<file path="config.mk">
export PLATFORM = sky130hd
export DESIGN_NAME = mipi_pattern_tx
export DESIGN_NICKNAME = d
export VERILOG_FILES = /design/src/rtl/mipi_pat_pkg.sv /design/src/rtl/mipi_pat_rom.sv /design/src/rtl/mipi_pattern_tx.sv
export SDC_FILE = /design/constraint.sdc
export NUM_CORES = 1
export LEC_CHECK = 0
export BUFFER_PORTS_ARGS = -buffer_cell sky130_fd_sc_hd__buf_2
export CORE_MARGIN = 1.5
export CORE_UTILIZATION = 55
export CTS_CLUSTER_SIZE = 16
export DETAILED_ROUTE_END_ITERATION = 7
export GPL_ROUTABILITY_DRIVEN = 0
export PLACE_DENSITY = 0.79
export SLEW_MARGIN = 30
export SYNTH_ARGS = -nofsm -noshare
export SYNTH_HDL_FRONTEND = slang
export SYNTH_HIERARCHICAL = 1
export SYNTH_SLANG_ARGS = --single-unit
export TNS_END_PERCENT = 100
</file>
<file path="constraint.sdc">
create_clock -name clk -period 5.25 [get_ports clk]
set_clock_uncertainty 0.05 [all_clocks]
set_input_delay 1.3125 -clock clk [delete_from_list [all_inputs] [get_ports clk]]
set_output_delay 1.3125 -clock clk [all_outputs]
set_load 0.05 [all_outputs]
</file>
<file path="src/rtl/mipi_pat_pkg.sv">
// Shared types and pattern constants for the MIPI pattern transmitter.
package mipi_pat_pkg;

  typedef enum logic [1:0] {
    ST_IDLE = 2'd0,
    ST_SEND = 2'd1,
    ST_GAP  = 2'd2
  } state_e;

  localparam int PAT_LEN_DEF = 100;
  localparam int PAT_W       = 100;

  // sel = {polarity, state}: state picks clock-like toggle vs. scrambled word,
  // polarity picks the true or inverted form of that word.
  localparam logic [PAT_W-1:0] PAT0 = {25{4'h5}};
  localparam logic [PAT_W-1:0] PAT1 = 100'h9E37A5C1BD806F24A7135C9B2;
  localparam logic [PAT_W-1:0] PAT2 = ~PAT0;
  localparam logic [PAT_W-1:0] PAT3 = ~PAT1;

endpackage

</file>
<file path="src/rtl/mipi_pat_rom.sv">
// Combinational pattern lookup: one bit of the selected pattern per index.
module mipi_pat_rom
  import mipi_pat_pkg::*;
(
  input  logic [1:0] sel,
  input  logic [6:0] idx,
  output logic       pat_bit
);

  logic [PAT_W-1:0] row;

  // Select the pattern word, then pick the addressed bit (zero beyond the word).
  always_comb begin
    row = PAT0;
    case (sel)
      2'd0:    row = PAT0;
      2'd1:    row = PAT1;
      2'd2:    row = PAT2;
      default: row = PAT3;
    endcase
    pat_bit = 1'b0;
    if (idx < 7'(PAT_W)) pat_bit = row[idx];
  end

endmodule

</file>
<file path="src/rtl/mipi_pattern_tx.sv">
// Multi-lane serial pattern transmitter with single-shot and continuous modes.
// All outputs are registered; the ROM is addressed with next-cycle sel/index
// so tx lines up with bit_idx in the same cycle.
module mipi_pattern_tx
  import mipi_pat_pkg::*;
#(
  parameter int               LANES    = 1,
  parameter int               PAT_LEN  = PAT_LEN_DEF,
  parameter int               GAP_LEN  = 0,
  parameter logic             IDLE_LVL = 1'b1,
  parameter logic [LANES-1:0] INV_MASK = '0
) (
  input  logic             clk,
  input  logic             rst,
  input  logic             start,
  input  logic [1:0]       sel,
  input  logic             cont,
  input  logic             abort,
  output logic [LANES-1:0] tx,
  output logic             busy,
  output logic             eoc,
  output logic [6:0]       bit_idx
);

  localparam logic [6:0] LAST_IDX = 7'(PAT_LEN - 1);
  localparam logic [7:0] GAP_LAST = 8'(GAP_LEN - 1);

  state_e           state_q, state_d;
  logic [6:0]       bit_idx_q, bit_idx_d;
  logic [7:0]       gap_cnt_q, gap_cnt_d;
  logic [1:0]       sel_q, sel_d;
  logic             cont_q, cont_d;
  logic [LANES-1:0] tx_q, tx_d;
  logic             busy_q, busy_d;
  logic             eoc_q, eoc_d;
  logic             pat_bit;

  mipi_pat_rom u_rom (
    .sel     (sel_d),
    .idx     (bit_idx_d),
    .pat_bit (pat_bit)
  );

  // Next-state: frame sequencing, bit down-counter and gap down-counter.
  always_comb begin
    state_d   = state_q;
    bit_idx_d = bit_idx_q;
    gap_cnt_d = gap_cnt_q;
    sel_d     = sel_q;
    cont_d    = cont_q;
    case (state_q)
      ST_IDLE: begin
        if (!abort && start) begin
          state_d   = ST_SEND;
          bit_idx_d = LAST_IDX;
          sel_d     = sel;
          cont_d    = cont;
        end
      end
      ST_SEND: begin
        if (abort) begin
          state_d   = ST_IDLE;
          bit_idx_d = 7'd0;
        end else if (bit_idx_q == 7'd0) begin
          if (cont_q && cont) begin
            sel_d  = sel;
            cont_d = 1'b1;
            if (GAP_LEN == 0) begin
              state_d   = ST_SEND;
              bit_idx_d = LAST_IDX;
            end else begin
              state_d   = ST_GAP;
              gap_cnt_d = GAP_LAST;
            end
          end else begin
            state_d = ST_IDLE;
            cont_d  = 1'b0;
          end
        end else begin
          bit_idx_d = bit_idx_q - 7'd1;
        end
      end
      ST_GAP: begin
        if (abort) begin
          state_d   = ST_IDLE;
          gap_cnt_d = 8'd0;
        end else if (gap_cnt_q == 8'd0) begin
          state_d   = ST_SEND;
          bit_idx_d = LAST_IDX;
        end else begin
          gap_cnt_d = gap_cnt_q - 8'd1;
        end
      end
      default: begin
        state_d   = ST_IDLE;
        bit_idx_d = 7'd0;
        gap_cnt_d = 8'd0;
      end
    endcase
  end

  // Output decode from the next state, so outputs register alongside it.
  always_comb begin
    busy_d = (state_d != ST_IDLE);
    eoc_d  = (state_d == ST_SEND) && (bit_idx_d == 7'd0);
    tx_d   = {LANES{IDLE_LVL}};
    if (state_d == ST_SEND) tx_d = {LANES{pat_bit}} ^ INV_MASK;
  end

  // State and output registers with synchronous active-low reset.
  always_ff @(posedge clk) begin
    if (!rst) begin
      state_q   <= ST_IDLE;
      bit_idx_q <= 7'd0;
      gap_cnt_q <= 8'd0;
      sel_q     <= 2'd0;
      cont_q    <= 1'b0;
      tx_q      <= {LANES{IDLE_LVL}};
      busy_q    <= 1'b0;
      eoc_q     <= 1'b0;
    end else begin
      state_q   <= state_d;
      bit_idx_q <= bit_idx_d;
      gap_cnt_q <= gap_cnt_d;
      sel_q     <= sel_d;
      cont_q    <= cont_d;
      tx_q      <= tx_d;
      busy_q    <= busy_d;
      eoc_q     <= eoc_d;
    end
  end

  assign tx      = tx_q;
  assign busy    = busy_q;
  assign eoc     = eoc_q;
  assign bit_idx = bit_idx_q;

endmodule

</file>
* Word-level counts from Yosys, hierarchy flattened
Index checks and enable logic that the tools add are counted.
** Cells by class
- Bitwise logic cells :: 1
- Equality and inequality tests :: 9
- Magnitude comparators :: 2
- Muxes and demuxes :: 31
- Reductions and logical operators :: 15
- Add/sub/neg operators :: 2
** Operators with widths (number)
- case mux 100 bit (3 select lines) :: 1
- 2-to-1 mux 7 bit :: 6
- case mux 7 bit (3 select lines) :: 1
- 2-to-1 mux 2 bit :: 9
- 2-to-1 mux 8 bit :: 2
- case mux 8 bit (2 select lines) :: 1
- logical NOT 7 bit :: 2
- logical NOT 8 bit :: 1
- less-than comparator 7 x 8 -> 1 bit, second input constant :: 1
- subtractor 8 x 1 -> 8 bit, second input constant :: 1
- binary-select mux 1 bit (select 7 bit) :: 1
- less-than comparator 7 bit, second input constant :: 1
- 2-to-1 mux 1 bit :: 7
- subtractor 7 x 1 -> 7 bit, second input constant :: 1
- equality test 2 x 1 -> 1 bit, second input constant :: 3
- != test 2 bit, second input constant :: 3
- case mux 2 bit (3 select lines) :: 1
- equality test 2 bit, second input constant :: 2
- logical NOT 2 bit :: 2
- case mux 2 bit (2 select lines) :: 1
- AND reduction 2 bit :: 2
- AND reduction 4 bit :: 1
- nonzero test 2 bit :: 2
- logical AND 1 bit :: 3
- other kinds (5) :: 5
** Word-level totals
- Input bits :: 7
- Logic and storage cells :: 68
- Output and inout bits :: 10
- Flip-flop bits (word level) :: 23

* Longest topological paths before layout
- Depth in word-level cells :: 10
- Gate-level depth with buffers :: 16
- Mapped depth without buffers :: 15

* Hierarchy
The synthesis kept the hierarchy.
** Modules (own cells, without submodules)
- mipi_pattern_tx :: area an instance 1298.7 um2, times used 1, cells each 160, sequential area each 460.4 um2
- mipi_pat_rom :: area an instance 680.7 um2, times used 1, cells each 100, sequential area each 0.0 um2

* Worst setup path after synthesis
Ideal clock, no wire load.
- Path kind :: input port to flip-flop
- Start :: input abort
- End :: register tx_q (netlist: tx)
- Path buffers :: 1
- Data required time :: 5.077 ns
- Setup time :: 0.123 ns
- Stages :: 12
- Setup slack :: 1.022 ns
- Arrival time :: 4.054 ns
- Cell sequence :: clkbuf_1 -> or3b_2 -> o21ai_0 -> a21oi_1 -> a211oi_1 -> nand3b_1 -> inv_2 -> a221oi_1 -> o221ai_1 -> a311oi_1 -> o32ai_1 -> or2_2
** Between the ends
- Elaborated cells on any way between the ends :: 23
- Those cells by class :: order compare (1); eq/ne (3); mux (15); reduce/logical (4)
** RTL lines
- start, declared :: line mipi_pattern_tx.sv:18 : input logic abort,
- logical NOT 1 bit :: line mipi_pattern_tx.sv:53 : if (!abort && start) begin
- logical AND 1 bit :: line mipi_pattern_tx.sv:53
- 2-to-1 mux 7 bit :: line mipi_pattern_tx.sv:53
- case mux 7 bit (3 select lines) * :: line mipi_pattern_tx.sv:51 : case (state_q)
- via bit_idx_d[3] :: line mipi_pattern_tx.sv:29 : logic [6:0] bit_idx_q, bit_idx_d;
- binary-select mux 1 bit (select 7 bit) :: line mipi_pat_rom.sv:22 : if (idx < 7'(PAT_W)) pat_bit = row[idx];
- 2-to-1 mux 1 bit (not written as such) :: line mipi_pat_rom.sv:22
- 2-to-1 mux 1 bit * :: line mipi_pat_rom.sv:22
- via pat_bit :: line mipi_pattern_tx.sv:36 : logic pat_bit;
- end signal, assigned :: line mipi_pattern_tx.sv:118 : tx_q <= {LANES{IDLE_LVL}};
- end signal, assigned :: line mipi_pattern_tx.sv:127 : tx_q <= tx_d;
- end, declared :: line mipi_pattern_tx.sv:33 : logic [LANES-1:0] tx_q, tx_d;
The timed path passes the listed nets; every way through them passes the cells marked *. The select of a mux whose other input is x is not followed.
A chain may end at the register's enable or synchronous reset.

* Worst setup path in the final report
- Start :: input cont
- End :: register tx_q (netlist: tx)
** Between the ends
- Longest elaborated chain between the ends :: 10
- Elaborated cells on any way between the ends :: 23
- Those cells by class :: order compare (1); eq/ne (3); mux (16); reduce/logical (3)
** RTL lines
- start, declared :: line mipi_pattern_tx.sv:17 : input logic cont,
- logical AND 1 bit * :: line mipi_pattern_tx.sv:65 : if (cont_q && cont) begin
- 2-to-1 mux 2 bit * :: line mipi_pattern_tx.sv:65
- 2-to-1 mux 2 bit * :: line mipi_pattern_tx.sv:64 : end else if (bit_idx_q == 7'd0) begin
- 2-to-1 mux 2 bit * :: line mipi_pattern_tx.sv:61 : if (abort) begin
- case mux 2 bit (2 select lines) * :: line mipi_pattern_tx.sv:51
- via sel_d[0] :: line mipi_pattern_tx.sv:31 : logic [1:0] sel_q, sel_d;
- equality test 2 bit (tied with other cells) :: line mipi_pat_rom.sv:15 : case (sel)
- case mux 100 bit (3 select lines) * :: line mipi_pat_rom.sv:15
- binary-select mux 1 bit (select 7 bit) * :: line mipi_pat_rom.sv:22
- 2-to-1 mux 1 bit (not written as such) * :: line mipi_pat_rom.sv:22
- 2-to-1 mux 1 bit * :: line mipi_pat_rom.sv:22
- via pat_bit :: line mipi_pattern_tx.sv:36
Marked as above.

==> metrics.txt <==
outcome finished clean; number of synthesized register bits 23; Max clock buf depth 2; Post-CTS Setup Inserts 0; Yosys Warn Count 6; IO buf count 16; CP startpoint kind input port; First-pass DRT Iterations 7; Clock Sinks 23; CTS Hold Bufs 0; row count 21; largest family of logic cells by synthesized area simple AND/OR/NAND/NOR gates; Fin. Hold Viols 0; Critical Path RT 5410 ps; via count 2027; Multi-input gate area 1385 sq um; unrepaired setup endpoints after global routing no; clock period minus worst slack 4291 ps; Die W 62.99 um; layout cell share with drive strength beyond 1 0.1852; global-route wire length before repair 8.238 mm; clock transition at the registers of the reported paths 120 ps; Total GRT Usage 0.2465; Final Power 0.0004584 W; Core ar. 3390 sq um; xor-xnor portion of the synthesized cell area 0.02655; power density over cell area 217.0 nW/um^2; Fillers 277; Chip Height 62.99 um; final core occ 0.6231; number of flops mapped to enable cells by yosys 0; total gr overflow 0; unique cell type count in the Yosys netlist 70; Diodes inserted 0; Post-Layout Cell Count 316; most frequent cells in the layout 23 x nor2_1, 23 x dfxtp_1, 20 x nand2_1; mux cell area share after synthesis 0.02149; LEAKAGE 0.8319 nW; CP endpoint kind register; async set or reset register ratio after synthesis 0; ANT nets after route 0; area share of fa/ha/maj cells after synthesis 0.04425; Simple-Gate Fraction of Synth Area 0.3180; DIE AREA 3968 sq um; largest net degree at the start of global routing 21; busiest grt layer met2; Setup Viol. Count Final 0; crit path kind in -> reg; Seq. cell area 460.4 sq um; # IOs 17; syn avg cell area 7.613 sq um; Via density 6.415; Clock Latency Late Sink 310 ps; Post-Syn Instances 260; Max Cap Viol 0; Synth Area in Compound Gates 0.2870; Critical Path AT 4450 ps; M1 GR Usage 0.3322; DRC 0; Starting DRT DRC Count 135; Post-Route WL 4.732 mm; WL/cell 14.97 um; Post-Route Setup TNS 0 ps; M2 GR Usage 0.4202; fin nets 285; worst slew pin tran 818.6 ps; Area growth syn-to-layout 6.701%; CTS tree done; Hold Crit Class reg -> reg; PostCTS Resize Cnt 0; vias in the first global route 1840; CTS Root Cell clkbuf_4; f_max 233.0 MHz; met3 Use GR 0.03063; VDD IR-drop max 0.1370 mV; Inst Count DP 312; Seq/Total Area, Yosys 0.2326; Mapped Area 1979 sq um; Final period util 0.8173; cts bufs inserted 3; crit path max fanout 9; Initial Util 0.5840; detailed placer's ending HPWL 3.545 mm; initial antenna violation count 0; Synth Net Count 274; CTS H-tree lvls 1; max-slew violations 0; Slew headroom 0.4501; Synth Flop Type dfxtp_1
==> power by group <==
| group | internal [W] | total, W | switching [W] |
|---|---|---|---|
| Clock | 0.0000284 | 0.0000788 | 0.0000504 |
| Combinational | 0.0000707 | 0.000192 | 0.000121 |
| Sequential | 0.000180 | 0.000188 | 0.00000751 |
==> worst max-delay path, stage by stage <==
cell,delay (ps)
buf_2,120
and3_1,210
a41oi_1,140
nor3_1,330
mux2_2,420
inv_1,90
ha_1,310
nor2b_2,250
a21oi_2,90
a221oi_1,330
o221ai_1,140
a311oi_1,280
o32ai_1,130
or2_2,290
==> cells in the mapped netlist (all sizes together), types with 3 or more instances <==
master / n / area (sq um)
or3: 4 / 27.52
a21oi: 9 / 48.80
nor2b: 6 / 40.04
clkbuf: 9 / 33.78
nor4: 6 / 43.79
a221oi: 3 / 26.28
xor2: 3 / 26.28
o21ai: 14 / 92.58
ha: 7 / 87.58
a31oi: 3 / 18.77
dfxtp: 23 / 460.4
nand3: 9 / 45.04
nor3: 14 / 70.07
o311ai: 4 / 42.55
or3b: 4 / 35.03
or2: 3 / 18.77
and2: 10 / 63.81
inv: 17 / 63.81
nand4: 6 / 37.54
o21a: 3 / 22.52
o211ai: 3 / 22.52
nand2: 20 / 75.07
nor2: 24 / 92.59
xnor2: 3 / 26.28
buf: 6 / 41.28
a211oi: 6 / 45.04
o31ai: 3 / 27.52
==> worst paths after layout <==
path                              startpoint           end  slack (ps)  depth (start not counted)
worst max-delay path                    cont            tx         960                         14
worst min-delay path            gap_cnt_q[1]  gap_cnt_q[1]         450                          2
worst max register to register    bit_idx[3]            tx        1100                         13
worst min register to register  gap_cnt_q[1]  gap_cnt_q[1]         450                          2
==> stage by stage <==
step	area (sq um)	setup slack, ps	hold WS [ps]
CTS	2112	992.1	460.3
finish	2112	959.0	448.7
global route	2112	741.3	476.2
floorplan	1979	1022	409.9
global placement	2085	647.3	431.6
detailed placement	2085	657.9	442.3
==> sequential cells by signal, summed over array words and instances, names as in the netlist <==
| signal | count |
|---|---|
| gap_cnt_q | 8 |
| bit_idx | 7 |
| sel_q | 2 |
| state_q | 2 |
| busy | 1 |
| cont_q | 1 |
| eoc | 1 |
| tx | 1 |
==> cell families after synthesis <==
logic type	count (synthesis)
simple gates	116
flops	23
buf+inv	32
fa+ha+maj	7
xor+xnor	6
mux	4
compound gates	72
==> cell type report <==
cell class,count,area share
Clock buffer,3,0.01066
Clock inverter,1,0.002370
Multi-Input combinational cell,205,0.6558
Sequential cell,23,0.2180
Timing Repair Buffer,21,0.05569
Tap cell,46,0.02725
Inverter,17,0.03021
==> routing by layer <==
metal	routed length, um	vias to the layer above
met5	0	-
met3	332	18
li1	-	989
met4	92	0
met2	2237	103
met1	2069	917
Note: power is estimated with default switching activity, not from simulation.
